### config.mk
export PLATFORM = sky130hd
export DESIGN_NAME = sfifo_flat
export DESIGN_NICKNAME = d
export VERILOG_FILES = /design/src/rtl/sfifo_pkg.sv /design/src/rtl/sfifo_if.sv /design/src/rtl/sfifo_mem.sv /design/src/rtl/sfifo.sv /design/src/flat_wrapper.sv
export SDC_FILE = /design/constraint.sdc
export NUM_CORES = 1
export LEC_CHECK = 0
export ABC_AREA = 1
export CORE_ASPECT_RATIO = 2
export CORE_MARGIN = 4
export CORE_UTILIZATION = 50
export CTS_CLUSTER_SIZE = 25
export DETAILED_ROUTE_END_ITERATION = 16
export PLACE_DENSITY = 0.79
export SLEW_MARGIN = 20
export SYNTH_ARGS = -nofsm -noshare
export SYNTH_HDL_FRONTEND = slang
export SYNTH_SLANG_ARGS = --single-unit
### constraint.sdc
create_clock -name clk -period 4.6 [get_ports clk]
set_input_delay 0.69 -clock clk [delete_from_list [all_inputs] [get_ports clk]]
set_output_delay 0.69 -clock clk [all_outputs]
set_load 0.01 [all_outputs]
### src/rtl/sfifo_pkg.sv
// sfifo_pkg: width helpers, flag reset values and parameter range check for sfifo
package sfifo_pkg;

    localparam logic RST_WFULL  = 1'b0;
    localparam logic RST_REMPTY = 1'b1;
    localparam logic RST_AFULL  = 1'b0;
    localparam logic RST_AEMPTY = 1'b1;

    function automatic int addr_w(input int depth);
        return $clog2(depth);
    endfunction

    function automatic int cnt_w(input int depth);
        return $clog2(depth + 1);
    endfunction

    function automatic bit params_ok(input int depth, input int afull_th, input int aempty_th);
        return depth >= 2 && afull_th >= 1 && afull_th <= depth && aempty_th >= 0 && aempty_th <= depth - 1;
    endfunction

endpackage

### src/rtl/sfifo_if.sv
// sfifo_if: push/pop, status and error signals of sfifo
// master: drives winc, wdata, rinc; slave (the fifo): drives rdata, wfull, rempty,
// almost_full, almost_empty, count, overflow, underflow
interface sfifo_if import sfifo_pkg::*; #(
    parameter int DATASIZE = 8,
    parameter int DEPTH    = 16
);
    localparam int CNTW = cnt_w(DEPTH);
    logic                winc;
    logic [DATASIZE-1:0] wdata;
    logic                rinc;
    logic [DATASIZE-1:0] rdata;
    logic                wfull;
    logic                rempty;
    logic                almost_full;
    logic                almost_empty;
    logic [CNTW-1:0]     count;
    logic                overflow;
    logic                underflow;
    modport master (
        output winc, wdata, rinc,
        input  rdata, wfull, rempty, almost_full, almost_empty, count, overflow, underflow
    );
    modport slave (
        input  winc, wdata, rinc,
        output rdata, wfull, rempty, almost_full, almost_empty, count, overflow, underflow
    );
endinterface

### src/rtl/sfifo_mem.sv
// sfifo_mem: DEPTH x DATASIZE storage, synchronous write, registered read with enable
// ports: clk, rst (sync, clears rdata only), we/waddr/wdata write port, re/raddr/rdata read port
module sfifo_mem #(
    parameter int DATASIZE = 8,
    parameter int DEPTH    = 16,
    parameter int ADDRW    = 4
) (
    input  logic                clk,
    input  logic                rst,
    input  logic                we,
    input  logic [ADDRW-1:0]    waddr,
    input  logic [DATASIZE-1:0] wdata,
    input  logic                re,
    input  logic [ADDRW-1:0]    raddr,
    output logic [DATASIZE-1:0] rdata
);
    logic [DATASIZE-1:0] mem [DEPTH];

    always_ff @(posedge clk)
        if (we) mem[waddr] <= wdata;

    always_ff @(posedge clk)
        if (rst) rdata <= '0;
        else if (re) rdata <= mem[raddr];

endmodule

### src/rtl/sfifo.sv
// sfifo: single-clock FIFO with exact count, threshold flags and optional sticky error flags
// ports: clk, rst (sync active-high), bus (sfifo_if.slave: winc/wdata/rinc in,
// rdata/wfull/rempty/almost_full/almost_empty/count/overflow/underflow out)
// define SFIFO_ERR_EN to build the sticky overflow/underflow registers; otherwise both read 0
module sfifo import sfifo_pkg::*; #(
    parameter int DATASIZE  = 8,
    parameter int DEPTH     = 16,
    parameter int AFULL_TH  = 12,
    parameter int AEMPTY_TH = 2
) (
    input logic   clk,
    input logic   rst,
    sfifo_if.slave bus
);
    localparam int ADDRW = addr_w(DEPTH);
    localparam int CNTW  = cnt_w(DEPTH);

    if (!params_ok(DEPTH, AFULL_TH, AEMPTY_TH)) begin : g_bad_params
        $error("sfifo: DEPTH, AFULL_TH or AEMPTY_TH out of range");
    end

    logic             push, pop;
    logic [ADDRW-1:0] wptr, rptr;
    logic [CNTW-1:0]  count_q, count_next;
    logic             wfull_q, rempty_q, afull_q, aempty_q;

    // a pop frees a slot in the same cycle, so a full fifo still accepts a push alongside it
    assign pop        = bus.rinc & ~rempty_q;
    assign push       = bus.winc & (~wfull_q | pop);
    assign count_next = count_q + CNTW'(push) - CNTW'(pop);

    always_ff @(posedge clk)
        if (rst) begin
            wptr     <= '0;
            rptr     <= '0;
            count_q  <= '0;
            wfull_q  <= RST_WFULL;
            rempty_q <= RST_REMPTY;
            afull_q  <= RST_AFULL;
            aempty_q <= RST_AEMPTY;
        end else begin
            // explicit wrap keeps non-power-of-two depths correct
            if (push) wptr <= (wptr == ADDRW'(DEPTH - 1)) ? '0 : wptr + ADDRW'(1);
            if (pop) rptr <= (rptr == ADDRW'(DEPTH - 1)) ? '0 : rptr + ADDRW'(1);
            count_q  <= count_next;
            wfull_q  <= count_next == CNTW'(DEPTH);
            rempty_q <= count_next == '0;
            afull_q  <= count_next >= CNTW'(AFULL_TH);
            aempty_q <= count_next <= CNTW'(AEMPTY_TH);
        end

    sfifo_mem #(.DATASIZE(DATASIZE), .DEPTH(DEPTH), .ADDRW(ADDRW)) u_mem (
        .clk   (clk),
        .rst   (rst),
        .we    (push),
        .waddr (wptr),
        .wdata (bus.wdata),
        .re    (pop),
        .raddr (rptr),
        .rdata (bus.rdata)
    );

    assign bus.count        = count_q;
    assign bus.wfull        = wfull_q;
    assign bus.rempty       = rempty_q;
    assign bus.almost_full  = afull_q;
    assign bus.almost_empty = aempty_q;

`ifdef SFIFO_ERR_EN
    logic ovf_q, unf_q;

    always_ff @(posedge clk)
        if (rst) begin
            ovf_q <= 1'b0;
            unf_q <= 1'b0;
        end else begin
            ovf_q <= ovf_q | (bus.winc & ~push);
            unf_q <= unf_q | (bus.rinc & rempty_q);
        end

    assign bus.overflow  = ovf_q;
    assign bus.underflow = unf_q;
`else
    assign bus.overflow  = 1'b0;
    assign bus.underflow = 1'b0;
`endif

endmodule
### src/flat_wrapper.sv
// flat-port wrapper written by rule: the top's interface ports become plain ports
module sfifo_flat import sfifo_pkg::*;
#(
    parameter int DATASIZE  = 8,
    parameter int DEPTH     = 16,
    parameter int AFULL_TH  = 12,
    parameter int AEMPTY_TH = 2
)
  (clk, rst, bus_winc, bus_wdata, bus_rinc, bus_rdata, bus_wfull, bus_rempty, bus_almost_full, bus_almost_empty, bus_count, bus_overflow, bus_underflow);
  sfifo_if #(.DATASIZE(DATASIZE), .DEPTH(DEPTH)) bus_i ();
  input logic clk;
  input logic rst;
  input wire logic [$bits(bus_i.winc)-1:0] bus_winc;
  input wire logic [$bits(bus_i.wdata)-1:0] bus_wdata;
  input wire logic [$bits(bus_i.rinc)-1:0] bus_rinc;
  output wire logic [$bits(bus_i.rdata)-1:0] bus_rdata;
  output wire logic [$bits(bus_i.wfull)-1:0] bus_wfull;
  output wire logic [$bits(bus_i.rempty)-1:0] bus_rempty;
  output wire logic [$bits(bus_i.almost_full)-1:0] bus_almost_full;
  output wire logic [$bits(bus_i.almost_empty)-1:0] bus_almost_empty;
  output wire logic [$bits(bus_i.count)-1:0] bus_count;
  output wire logic [$bits(bus_i.overflow)-1:0] bus_overflow;
  output wire logic [$bits(bus_i.underflow)-1:0] bus_underflow;
  assign bus_i.winc = bus_winc;
  assign bus_i.wdata = bus_wdata;
  assign bus_i.rinc = bus_rinc;
  assign bus_rdata = bus_i.rdata;
  assign bus_wfull = bus_i.wfull;
  assign bus_rempty = bus_i.rempty;
  assign bus_almost_full = bus_i.almost_full;
  assign bus_almost_empty = bus_i.almost_empty;
  assign bus_count = bus_i.count;
  assign bus_overflow = bus_i.overflow;
  assign bus_underflow = bus_i.underflow;
  sfifo #(.DATASIZE(DATASIZE), .DEPTH(DEPTH), .AFULL_TH(AFULL_TH), .AEMPTY_TH(AEMPTY_TH)) u_core (.clk(clk), .rst(rst), .bus(bus_i));
endmodule
# Word-level counts from Yosys, hierarchy flattened
# Memory sizes are Yosys's and may differ from the RTL's. A register that Yosys moved wholly into a read port is not among the register bits.
# Cells that the tools add are included.
totals:
  register_bits: 17
  latchBits: 0
  mem_bits_rw: 128
  rom_bits: 0
  out_inout_bits: 19
  elab_cells: 27
  mem_count: 1
mem_list:
  columns: ["memory", "depth", "width", "rd", "rd_ports_with_merged_regs", "write_ports", "line", "source"]
  rows:
  - ["u_core.u_mem.mem", 16, 8, 1, 1, 1, "sfifo_mem.sv:17", "logic [DATASIZE-1:0] mem [DEPTH];"]
op_classes:
  n_addsub: 4
  n_mul: 0
  div_mod_pow: 0
  order_cmp: 2
  eq_ne: 3
  shift: 0
  mux: 4
  n_bitwise: 5
  n_reduce_logical: 1
ops:
  columns: ["op", "n"]
  rows:
  - ["adder 4 x 1 -> 4 bit (second input constant)", 2]
  - ["== test 4 bit (second input constant)", 2]
  - ["2-to-1 mux 4 bit", 2]
  - ["adder 5 x 1 -> 5 bit", 1]
  - ["== test 5 bit (second input constant)", 1]
  - ["greater-or-equal comparator 5 x 4 -> 1 bit (second input constant)", 1]
  - ["<= comparator 5 x 2 -> 1 bit (second input constant)", 1]
  - ["logical NOT 5 bit", 1]
  - ["subtractor 5 x 1 -> 5 bit", 1]
  - ["AND 1 bit", 2]
  - ["2-to-1 mux 1 bit", 2]
  - ["inverter 1 bit", 2]
  - ["OR 1 bit", 1]

# Depth between registers and ports, before layout
depth:
  depth_word: 7
  depth_mapped: 15

# By module
# A second synthesis with hierarchy kept.
unflattened:
  hier_cells: 625
  area_unflattened_um2: 6515.0
modules_own_cells:
  columns: ["mod", "instances", "cells_each", "area_per_inst_um2"]
  rows:
  - ["sfifo_mem", 1, 490, 5577.8]
  - ["sfifo", 1, 135, 937.1]

# Least setup slack after synthesis
# No wires, ideal clock.
synth_path:
  kind: "input -> register"
  start: "input bus_rinc"
  end: "register u_core.rempty_q, in the netlist u_core.bus.rempty"
  arrival_ns: 2.531
  t_required_ns: 4.530
  path_slack_ns: 2.000
  cell_stages: 14
  cell_sequence: "nand2_1 inv_1 clkbuf_1 ha_1 inv_1 ha_1 inv_1 fa_1 nand3b_1 nand2_1 nand2_1 nand3_1 inv_1 a21oi_1"
synth_via:
  elab_chain_len: 6
synth_rtl:
  columns: ["item", "line", "source"]
  rows:
  - ["start, declared", "flat_wrapper.sv:15", "input wire logic [$bits(bus_i.rinc)-1:0] bus_rinc;"]
  - ["AND 1 bit *", "sfifo.sv:28", "assign pop = bus.rinc & ~rempty_q;"]
  - ["named net u_core.pop", "sfifo.sv:22", "logic push, pop;"]
  - ["OR 1 bit", "sfifo.sv:29", "assign push = bus.winc & (~wfull_q | pop);"]
  - ["AND 1 bit", "sfifo.sv:29", null]
  - ["adder 5 x 1 -> 5 bit", "sfifo.sv:30", "assign count_next = count_q + CNTW'(push) - CNTW'(pop);"]
  - ["subtractor 5 x 1 -> 5 bit *", "sfifo.sv:30", null]
  - ["logical NOT 5 bit *", "sfifo.sv:47", "rempty_q <= count_next == '0;"]
  - ["end signal, assigned", "sfifo.sv:38", "rempty_q <= RST_REMPTY;"]
  - ["end signal, assigned", "sfifo.sv:47", null]
  - ["end, declared", "sfifo.sv:25", "logic wfull_q, rempty_q, afull_q, aempty_q;"]
# The timed path passes the listed nets; every way through them passes the cells marked *.
# A chain may end at the register's enable or synchronous reset.

# Worst setup path in the final report
layout_path:
  start: "input bus_rinc"
  end: "register u_core.rempty_q, in the netlist u_core.bus.rempty"
layout_via:
  elab_chain_len: 6
layout_rtl:
  columns: ["item", "line"]
  rows:
  - ["AND 1 bit *", "sfifo.sv:28"]
  - ["OR 1 bit", "sfifo.sv:29"]
  - ["AND 1 bit", "sfifo.sv:29"]
  - ["adder 5 x 1 -> 5 bit", "sfifo.sv:30"]
  - ["subtractor 5 x 1 -> 5 bit *", "sfifo.sv:30"]
  - ["logical NOT 5 bit *", "sfifo.sv:47"]
# Every way passes the cells marked *; elsewhere a longest branch is shown, timed or not.

==> results.yml <==
routing:
  via_per_inst: 5.36
  drtIter0Drc: 499
  wl_mm: 14.1
  num_vias: 4491
  ant_nets: 0
  dr.pass1.iters: 5
  post_drt_wl_per_cell_microns: 16.9
  drc: 0
sta:
  fmax_ghz: 0.324
  maxSlewViolCount: 0
  finalSetupTns_ps: 0
  tightest_slew_ps: 1110
  finalSetupViolations: 0
  fin_crit_ps: 3090
  fin_crit_sh_pct: 67.1
  hold_viol_final: 0
  rsz0062_at_grt: "false"
  fin_skew_ps: 10.8
  relSlewSlack_pct: 26.0
cts:
  ctsHoldBuffers: 0
  cts_setup_buffers: 0
  clk_path_buf_depth: 2
  cts_tree: "yes"
  clk_pin_slew_ps: 60
  clk_latency_ps: 420
  cts_resized: 0
  cts_max_level: 4
  clock-root-buffer: "clkbuf_16"
  cts_sinks: 153
  cts_made_buffers: 17
yosys:
  synth-edff-count: 128
  synth_area_sq_mm: 0.00655
  synthCells: 652
  synth_top_cell_by_area: "edfxtp_1"
  synth-main-ff-cell: "edfxtp_1"
  synth_top_area_share_pct: 58.7
  avgSynthCellArea_sq_um: 10.0
  synth-seq-cells: 153
  synth_cell_types: 21
  seq_area_frac_synth_pct: 66.3
  yosys-top-cells-area: "edfxtp_1 59%, nand2_1 10%, dfxtp_1 7.6%, nand3_1 7.2%, inv_1 5.8%"
  synthArstFlopShare_pct: 0
  yosysWarnings: 0
die:
  pin_count: 31
  rows: 58
  initial_core_util_pct: 51.6
  coreArea_sq_mm: 0.0127
  die_h_microns: 170
  dieArea_sq_mm: 0.0151
  die_x_microns: 88.9
global_routing:
  grt_usage_pct: 20.7
  overflow: 0
  antenna_found_initial: 0
  grt_max_degree: 69
  grt_pass1_wl_mm: 23.0
  grt_pass1_vias: 4611
power:
  powerDensity_mw_per_mm2: 518
  irDropWorstVdd_uv: 388
  fin_total_pwr_w: 0.00390
  leakage_nw: 3.09
cells_and_area:
  final_util_pct: 59.2
  diodes: 0
  area_delta_synth_final_pct: 14.8
  seq_area_sq_mm: 0.00435
  fillers: 949
  multiInputGateArea_sq_mm: 0.00169
  drive_gt1_share_pct: 4.80
  nets: 698
worst_setup_path:
  required_ps: 4950
  cp_data_arrival_time_ps: 3440
  worstSetupPathType: "in2reg"
  cp-end-kind: "register"
  startpoint_type: "primary input"
  crit_fanout: 21
  rr_startpoint: "u_core.bus.rempty$_SDFF_PP1_"
  setup.worst_path.start: "bus_rinc"
min_path:
  worstHoldPathType: "reg2reg"
  min-delay-start: "u_core.wptr[0]$_SDFFE_PP0N_"
flow_run:
  maxCapViolations: 0
placement:
  port_buffers: 28
  gp_congestion: 0.877
  dp_hpwl_mm: 9.27
status:
  status: "finished, final reports clean"
[sequential cells by signal (all words and copies together) (netlist names)]
name                     count
u_core.wptr                  4
u_core.u_mem.mem           128
u_core.rptr                  4
u_core.bus.wfull             1
u_core.bus.almost_empty      1
u_core.bus.rempty            1
u_core.u_mem.rdata           8
u_core.bus.almost_full       1
u_core.bus.count             5
[metal layers]
metal	share of wire [%]	global-route usage (%)	up-vias
met5	0	0	-
met4	6.3	14.6	0
met3	5.1	4.94	49
met2	53	33.9	162
met1	36	22.9	2114
li1	-	-	2166
[critical path, cell delays in order]
cell	delay [ps]
clkdlybuf4s50_1	470
nand2_1	130
inv_1	460
ha_1	340
inv_1	60
ha_1	160
inv_1	50
fa_1	390
nand3b_1	200
nand2_1	80
nand2_1	50
nand3_1	140
inv_1	70
a21oi_1	140
[power by group]
part | switching, W | internal (W) | total (W)
sequential | 0.0000512 | 0.00159 | 0.00164
combinational | 0.000532 | 0.000300 | 0.000832
clock | 0.000521 | 0.000903 | 0.00142
[cell families (layout without fill, tap and decap cells)]
kind of cell,count (synthesis),in the layout,share of synthesized area [%]
buf+inv,131,166,7.97
compound gates,38,38,2.90
flops,153,153,66.3
xor+xnor,4,4,0.535
other cells,1,2,0.0573
fa+ha+maj,11,11,2.22
simple gates,314,314,20.0
[cell usage after synthesis, types with 2 or more instances]
| master | instances |
|---|---|
| nand2_1 | 180 |
| edfxtp_1 | 128 |
| inv_1 | 101 |
| nand3_1 | 94 |
| nor2_1 | 34 |
| a21oi_1 | 25 |
| dfxtp_1 | 25 |
| buf_2 | 15 |
| o21ai_0 | 13 |
| ha_1 | 10 |
| clkbuf_1 | 9 |
| buf_4 | 3 |
| nor3_1 | 3 |
| xor2_1 | 3 |
| clkinv_1 | 2 |
| nand3b_1 | 2 |
[through the flow]
step	hold WS, ps	setup slack (ps)	cell area (sq um)	instances
CTS	551	1520	7520	838
global placement	532	1230	6910	806
global route	579	1230	7520	838
detailed placement	543	1070	6910	806
finish	543	1510	7520	838
floorplan	510	2000	6550	653
[cells in the final DEF (no fill, tap or decap), drive strengths merged, types with 6 or more instances in the layout]
| cell type | count |
|---|---|
| ha | 10 |
| inv | 103 |
| clkinv | 6 |
| clkdlybuf4s50 | 28 |
| nand3 | 94 |
| nor2 | 34 |
| dfxtp | 25 |
| nand2 | 180 |
| clkbuf | 19 |
| a21oi | 25 |
| o21ai | 13 |
| edfxtp | 128 |
[layout make-up]
cell class	count	area share [%]
clock buffers	19	5.76
clock inverters	13	2.36
inverters	104	5.19
multi-input cells	369	22.5
flip-flops and latches	153	57.8
well taps	150	2.50
repair buffers	30	3.93
[worst paths after layout]
check                            endpoint  slack (ps)  depth (start not counted)
max          u_core.bus.rempty$_SDFF_PP1_        1510                         14
min           u_core.wptr[0]$_SDFFE_PP0N_         540                          2
max reg2reg  u_core.bus.rempty$_SDFF_PP1_        1890                         14
min reg2reg   u_core.wptr[0]$_SDFFE_PP0N_         540                          2
Note: power is estimated with default switching activity, not from simulation.
